$ cat src/rtl/ls299.sv
// ls299: 8-bit universal shift/storage register with 3-state I/O.
// The register holds, shifts right, shifts left or loads a parallel word.
// Tristate gating of the I/O pins is left to the instantiating wrapper,
// which uses IO_OE to decide when IO_OUT actually drives the pins.
module ls299 #(
    parameter int WIDTH = 8
) (
    input  logic             CLK,
    input  logic             CLR_n,
    input  logic             S0,
    input  logic             S1,
    input  logic             OE1_n,
    input  logic             OE2_n,
    input  logic             SR,
    input  logic             SL,
    input  logic [WIDTH-1:0] IO_IN,
    output logic [WIDTH-1:0] IO_OUT,
    output logic             IO_OE,
    output logic             QA_S,
    output logic             QH_S
);

    logic [WIDTH-1:0] r_q;
    logic [1:0]       w_mode;

    assign w_mode = {S1, S0};

    // Register update: clear wins, then hold / shift right / shift left / load.
    // An unknown mode select poisons the whole word so the problem is
    // visible downstream in simulation.
    always_ff @(posedge CLK) begin
        if (!CLR_n) begin
            r_q <= '0;
        end else begin
            case (w_mode)
                2'b00:   r_q <= r_q;
                2'b01:   r_q <= {r_q[WIDTH-2:0], SR};
                2'b10:   r_q <= {SL, r_q[WIDTH-1:1]};
                2'b11:   r_q <= IO_IN;
                default: r_q <= 'x;
            endcase
        end
    end

    // Outputs: the bus is released whenever either enable is high or the
    // part is in load mode, so an external driver can present IO_IN.
    always_comb begin
        IO_OUT = r_q;
        QA_S   = r_q[0];
        QH_S   = r_q[WIDTH-1];
        IO_OE  = ~OE1_n & ~OE2_n & ~(S1 & S0);
    end

endmodule

$ cat config.mk
export PLATFORM = sky130hd
export DESIGN_NAME = ls299
export DESIGN_NICKNAME = d
export VERILOG_FILES = /design/src/rtl/ls299.sv
export SDC_FILE = /design/constraint.sdc
export NUM_CORES = 1
export LEC_CHECK = 0
export ABC_AREA = 0
export CAP_MARGIN = 5
export CORE_AREA = 2 2 39 41
export DETAILED_ROUTE_END_ITERATION = 8
export DIE_AREA = 0 0 41 43
export GPL_TIMING_DRIVEN = 0
export PLACE_DENSITY = 0.69
export SLEW_MARGIN = 10
export SYNTH_ARGS = -nofsm -noshare
export SYNTH_HDL_FRONTEND = slang
export SYNTH_SLANG_ARGS = --single-unit
$ cat constraint.sdc
create_clock -name CLK -period 2 [get_ports CLK]
set_input_delay 0.6 -clock CLK [delete_from_list [all_inputs] [get_ports CLK]]
set_output_delay 0.6 -clock CLK [all_outputs]
set_load 0.1 [all_outputs]
==> results.md, run 1 <==
- R2R depth: 2
- DR pass1 iterations: 4
- Yosys warnings: 0
- Most used DFF post-synth: dfxtp_1
- WHS Endpoint: IO_OUT[2]
- Post-synthesis adder-cell area fraction: 0%
- CTS tree: yes
- Post-CTS Setup Repair Bufs: 0
- DP HPWL: 760 um
- Worst setup SP type: input pin
- Reg2reg setup slack: 1.28 ns
- Period utilization: 97.3%
- Worst setup path category: in -> out
- FF+latch count, synth: 8
- Final Skew: 0.00665 ns
- Maxcap violations: 0
- Simple-Gate Fraction of Synth Area: 2.29%
- Non-Filler Instances: 84
- Crit path max-delay family: buffers and inverters
- Clk sink count: 8
- Maximum vdd ir drop: 354 uV
- Most Used Layer, Global Route: met2
- Crit-path max FO: 10
- Crit path top cell by count: buf_12
- Synth cell count leaders: mux2i_1, dfxtp_1, o22ai_1
- Worst slew pin tran: 0.558 ns
- Dpl cell area: about 730 um2
- Synth area leaders: dfxtp_1, mux2i_1, o22ai_1, buf_12, buf_4
- Detail Route Antenna Nets: 0
- Mux cell area share after synthesis: between 30% and 40%
- Met1 usage: between 15 and 20%
- CTS hold repair buffers: 0
- EDFF count, synth: 0
- Root Driver: clkbuf_4
- Final nets: 86
- Most common cell in the netlist: mux2i_1
- Outcome: completed
- Cell Area, Synth: about 440 um2
- # IOs: 27
- Port Buffer Count: 25
- Share of layout cells above drive strength 1: approximately 28%
- Power consumption: 510 uW
- Fin Hold WS: 0.575 ns
- Clk Latency, worst-skew pair: ~0.26 ns
- Gr ovfl total: 0
- Row count: 14
- Die H: between 40 and 50 um
- Final core occ: a little under three fifths
- DR vias: 414
- Instance count of the mapped netlist: 40
- DR WL/cell: 12.6 um
- Syn nets: 56
- Worst EP required: roughly 1.4 ns
- Pin count of the biggest net entering global routing: 11
- Slowest stage delay, CP: 0.26 ns
- WP buf/inv: 3
- Syn Area/Cell: 10.9 um2
- Cell area after layout: 771 um2
- Via/cell ratio: 4.93
- Iteration-0 DRC Markers: 4
- Clock transition at path regs: 0.06 ns
- Setup TNS: 0 ns
- Cells after DPL: 81
- Largest register FFs: 8
- Leakage power: 0.320 nW
- Max Root-Sink Buffers: 2
- Die area: about 1800 um2
- Min cycle time layout: 1.95 ns
- Area Growth Syn to Fin: 76.0%
- Crit path max-delay cell type: a211oi_4
- Post-synth top area share: between 30% and 40%
- Largest family of logic cells by synthesized area: multiplexers
- Min-Delay Path Class: reg -> reg
- Initial Util: 31.6%
- Reg2reg start: IO_OUT[1]
- Drt total wl: 1060 um
- Final setup violation count: 0
- Place WS: -1.08 ns
- Max-slew headroom: 63.0%
- Synth cell types: 10
- Unrepaired setup endpoints after global routing: no
- Antenna violations before repair: 0
- CORE AREA: 1380 um2
- Number of remaining DRC errors: 0
- Synth Area in XOR/XNOR: 0%
- Crit path capture type: output port
- Htree depth: 1
- Synth async-reset ratio: 0%
- Inserted Diodes: 0
- Worst hold path cell count: 2
- First-pass GRT wire length: 1640 um
- Die Wd: 41 um
- Final setup margin: around 0.055 ns
- Max Fclk: 514 MHz
- Worst EP arrival: around 1.4 ns
- Placer Congestion: a little over 0.7
- HP Start: IO_OUT[3]
- Met3 Use GR: 2.09%
- Synth Area in Compound Gates: 13.1%
- GRT Total Usage: 14.0%
- Post-synth top area cell: dfxtp_1
- Ordered cell list for the critical path: buf_12 > buf_12 > a211oi_4 > buf_12
- Seq/Total Area, Yosys: 36.6%
- CTS Buf Count: 3
- PD cells: 661 nW/um2
- Worst R2R End: IO_OUT[1]
- Met2 Usage GRT: 20.3%
- Slew Limit Fails: 0
- Vias in the first global route: between 300 and 400
- Hold Violations, Final: 0
-- where the power goes --
part           internal [mW]  switching [mW]
logic                 0.0734           0.131
registers              0.169         0.00962
clock network         0.0688          0.0572
total                  0.311           0.198
-- worst reg2reg max path: cells and delay by family, from the launching register on --
family             cells  cell delay (ns)
DFF                    1             0.39
AOI/OAI and AO/OA      1             0.17
muxes                  1             0.09
-- worst max-delay path by stage --
stage               start     to  slack [ns]  cells past startpoint
detailed placement     S1  IO_OE       -1.08                      3
global route           S0  IO_OE        0.03                      4
global placement       S1  IO_OE       -1.08                      3
floorplan              S0  IO_OE       -0.34                      3
finish                 S0  IO_OE        0.05                      4
CTS                    S0  IO_OE        0.05                      4
-- layout make-up --
type | instances | area (um2)
fillers | 136 | 613
repair buffers | 25 | 269
multi-input cells | 27 | 240
flip-flops and latches | 8 | 160
plain buffers | 5 | 58.8
clock buffers | 3 | 22.5
well taps | 16 | 20.0
-- logic make-up (layout without fill, tap and decap cells) --
group / after synthesis / in the layout
flops: 8 / 8
mux: 16 / 16
compound gates: 9 / 9
simple gates: 2 / 2
buf+inv: 5 / 33
-- per-layer routing --
metal | up-vias | part of all wire [%]
met5 | - | 0
met4 | 0 | 2.6
met3 | 4 | 8.9
met2 | 18 | 46
met1 | 186 | 43
li1 | 206 | -
-- timing repair --
action | CTS | global route
gates resized for setup | 42 | 0
hold endpoints to repair | 0 | 0
setup endpoints to repair | 11 | 0
-- placed cells by master (no fill, tap or decap) --
cell type | Yosys | layout
a211oi_4 | 0 | 1
buf_1 | 1 | 1
buf_12 | 1 | 3
buf_4 | 2 | 2
clkbuf_4 | 0 | 3
clkdlybuf4s15_2 | 0 | 10
clkdlybuf4s50_1 | 0 | 11
dfxtp_1 | 8 | 8
dlygate4sd2_1 | 0 | 3
mux2i_1 | 16 | 16
nand2_1 | 1 | 1
nand2b_1 | 1 | 1
o22ai_1 | 8 | 8
Note: power is estimated with default switching activity, not from simulation.
==> run 2: changes to the inputs <==
--- a/config.mk
+++ b/config.mk
@@ -7,9 +7,9 @@
 export LEC_CHECK = 0
 export ABC_AREA = 0
 export CAP_MARGIN = 5
-export CORE_AREA = 2 2 39 41
+export CORE_AREA = 4 4 41 43
 export DETAILED_ROUTE_END_ITERATION = 8
-export DIE_AREA = 0 0 41 43
+export DIE_AREA = 0 0 45 47
 export GPL_TIMING_DRIVEN = 0
 export PLACE_DENSITY = 0.69
 export SLEW_MARGIN = 10
==> run 2 against run 1 <==
Global-route usage shrank 2.4 points; largest cell class unchanged; critical path type unchanged; combinational power is essentially flat; total power is essentially flat; clock skew shrank 0.00060 ns; non-clock buffer count is the same; wire length grew 3.0%; register-to-register slack gained 0.02 ns; sequential cell count is the same; worst setup slack lost 0.0033 ns; first-iteration DRC count grew 25%.
==> results.md, run 2 (synthesis results as in run 1) <==
- Outcome: completed
- Slew Limit Fails: 0
- Area Growth Syn to Fin: 75.7%
- Cells after DPL: 80
- Final nets: 86
- Inserted Diodes: 0
- Worst EP arrival: 1.35 ns
- Final core occ: 59.1%
- Unrepaired setup endpoints after global routing: no
- Most common cell after layout, fill and taps aside: mux2i_1
- Die area: 2120 um2
- Placer Congestion: 0.660
- Gr ovfl total: 0
- Min cycle time layout: between 1.5 and 2 ns
- Worst setup path category: in -> out
- Worst EP required: 1.40 ns
- Port Buffer Count: 25
- # IOs: 27
- PD cells: 663 nW/um2
- Antenna violations before repair: 0
- Non-Filler Instances: 83
- Htree depth: 1
- Min-Delay Path Class: reg -> reg
- Via/cell ratio: 4.96
- Row count: 13
- Pin count of the biggest net entering global routing: 11
- CTS hold repair buffers: 0
- Max Root-Sink Buffers: 2
- CTS Buf Count: 3
- Clock transition at path regs: 0.05 ns
- Die H: 47 um
- Worst setup SP type: input pin
- Cell area after layout: 769 um2
- Detail Route Antenna Nets: 0
- GRT Total Usage: 11.6%
- Post-CTS Setup Repair Bufs: 0
- Iteration-0 DRC Markers: 5
- Worst slew pin tran: 0.552 ns
- Share of layout cells above drive strength 1: 27.9%
- Hold Violations, Final: 0
- Die Wd: 45 um
- Clk Latency, worst-skew pair: 0.26 ns
- Root Driver: clkbuf_4
- CORE AREA: 1300 um2
- First-pass GRT wire length: 1700 um
- Period utilization: 97.4%
- Final setup violation count: 0
- Max Fclk: 513 MHz
- Crit-path max FO: 10
- Place WS: -1.08 ns
- DR WL/cell: between 10 and 15 um
- Max-slew headroom: 63.4%
- Final setup margin: around 0.051 ns
- DR pass1 iterations: 3
- DP HPWL: 804 um
- Maximum vdd ir drop: 323 uV
- Dpl cell area: between 700 and 800 um2
- Power consumption: 510 uW
- DR vias: 412
- Most frequent cells in the layout: mux2i_1, clkdlybuf4s50_1, clkdlybuf4s15_2
- Crit path capture type: output port
- Clk sink count: 8
- Number of remaining DRC errors: 0
- Initial Util: 33.7%
- Vias in the first global route: approximately 400
- Largest register FFs: 8
- Maxcap violations: 0
- CTS tree: yes
- Leakage power: 0.320 nW
- Drt total wl: 1090 um
- Final Skew: a little over 0.006 ns
==> run 2: worst paths after layout <==
check	from	endpoint	slack [ns]	depth (start not counted)
hold / removal	IO_OUT[7]	IO_OUT[7]	0.59	2
setup reg to reg	IO_OUT[4]	IO_OUT[3]	1.30	2
setup / recovery	S0	IO_OE	0.05	4
hold reg to reg	IO_OUT[7]	IO_OUT[7]	0.59	2
==> run 2: worst max-delay path, cell delays in order <==
cell,delay [ns]
buf_12,0.12
buf_12,0.15
a211oi_4,0.27
buf_12,0.21
==> run 2: area by class of cell <==
cell class              count  area (um2)
plain buffers               5        58.8
well taps                  15        18.8
clock buffers               3        22.5
repair buffers             25         269
flip-flops and latches      8         160
multi-input cells          27         240
fillers                   136         532
==> run 2: what timing repair did <==
action / in CTS / in global routing
gates resized for setup: 42 / 0
hold endpoints to repair: 0 / 0
endpoints found under the setup margin: 11 / 0
==> run 2: per-layer routing <==
metal / up-vias / GRT usage [%] / wire (um)
li1: 205 / - / -
met1: 181 / 13.7 / 509
met2: 21 / 15.8 / 428
met3: 5 / 3.45 / 109
met4: 0 / 12.3 / 44
met5: - / 0 / 0
==> run 2: stage by stage <==
step / TNS [ns] / hold WS [ns]
final: 0 / 0.587
after detailed placement: -2.36 / 0.574
after floorplan: -0.345 / 0.789
after global routing: 0 / 0.611
after global placement: -2.37 / 0.571
after CTS: 0 / 0.593
==> run 2: where the power goes <==
part | switching (mW) | internal (mW)
logic | 0.131 | 0.0734
registers | 0.00952 | 0.169
clock network | 0.0578 | 0.0689
total | 0.199 | 0.311
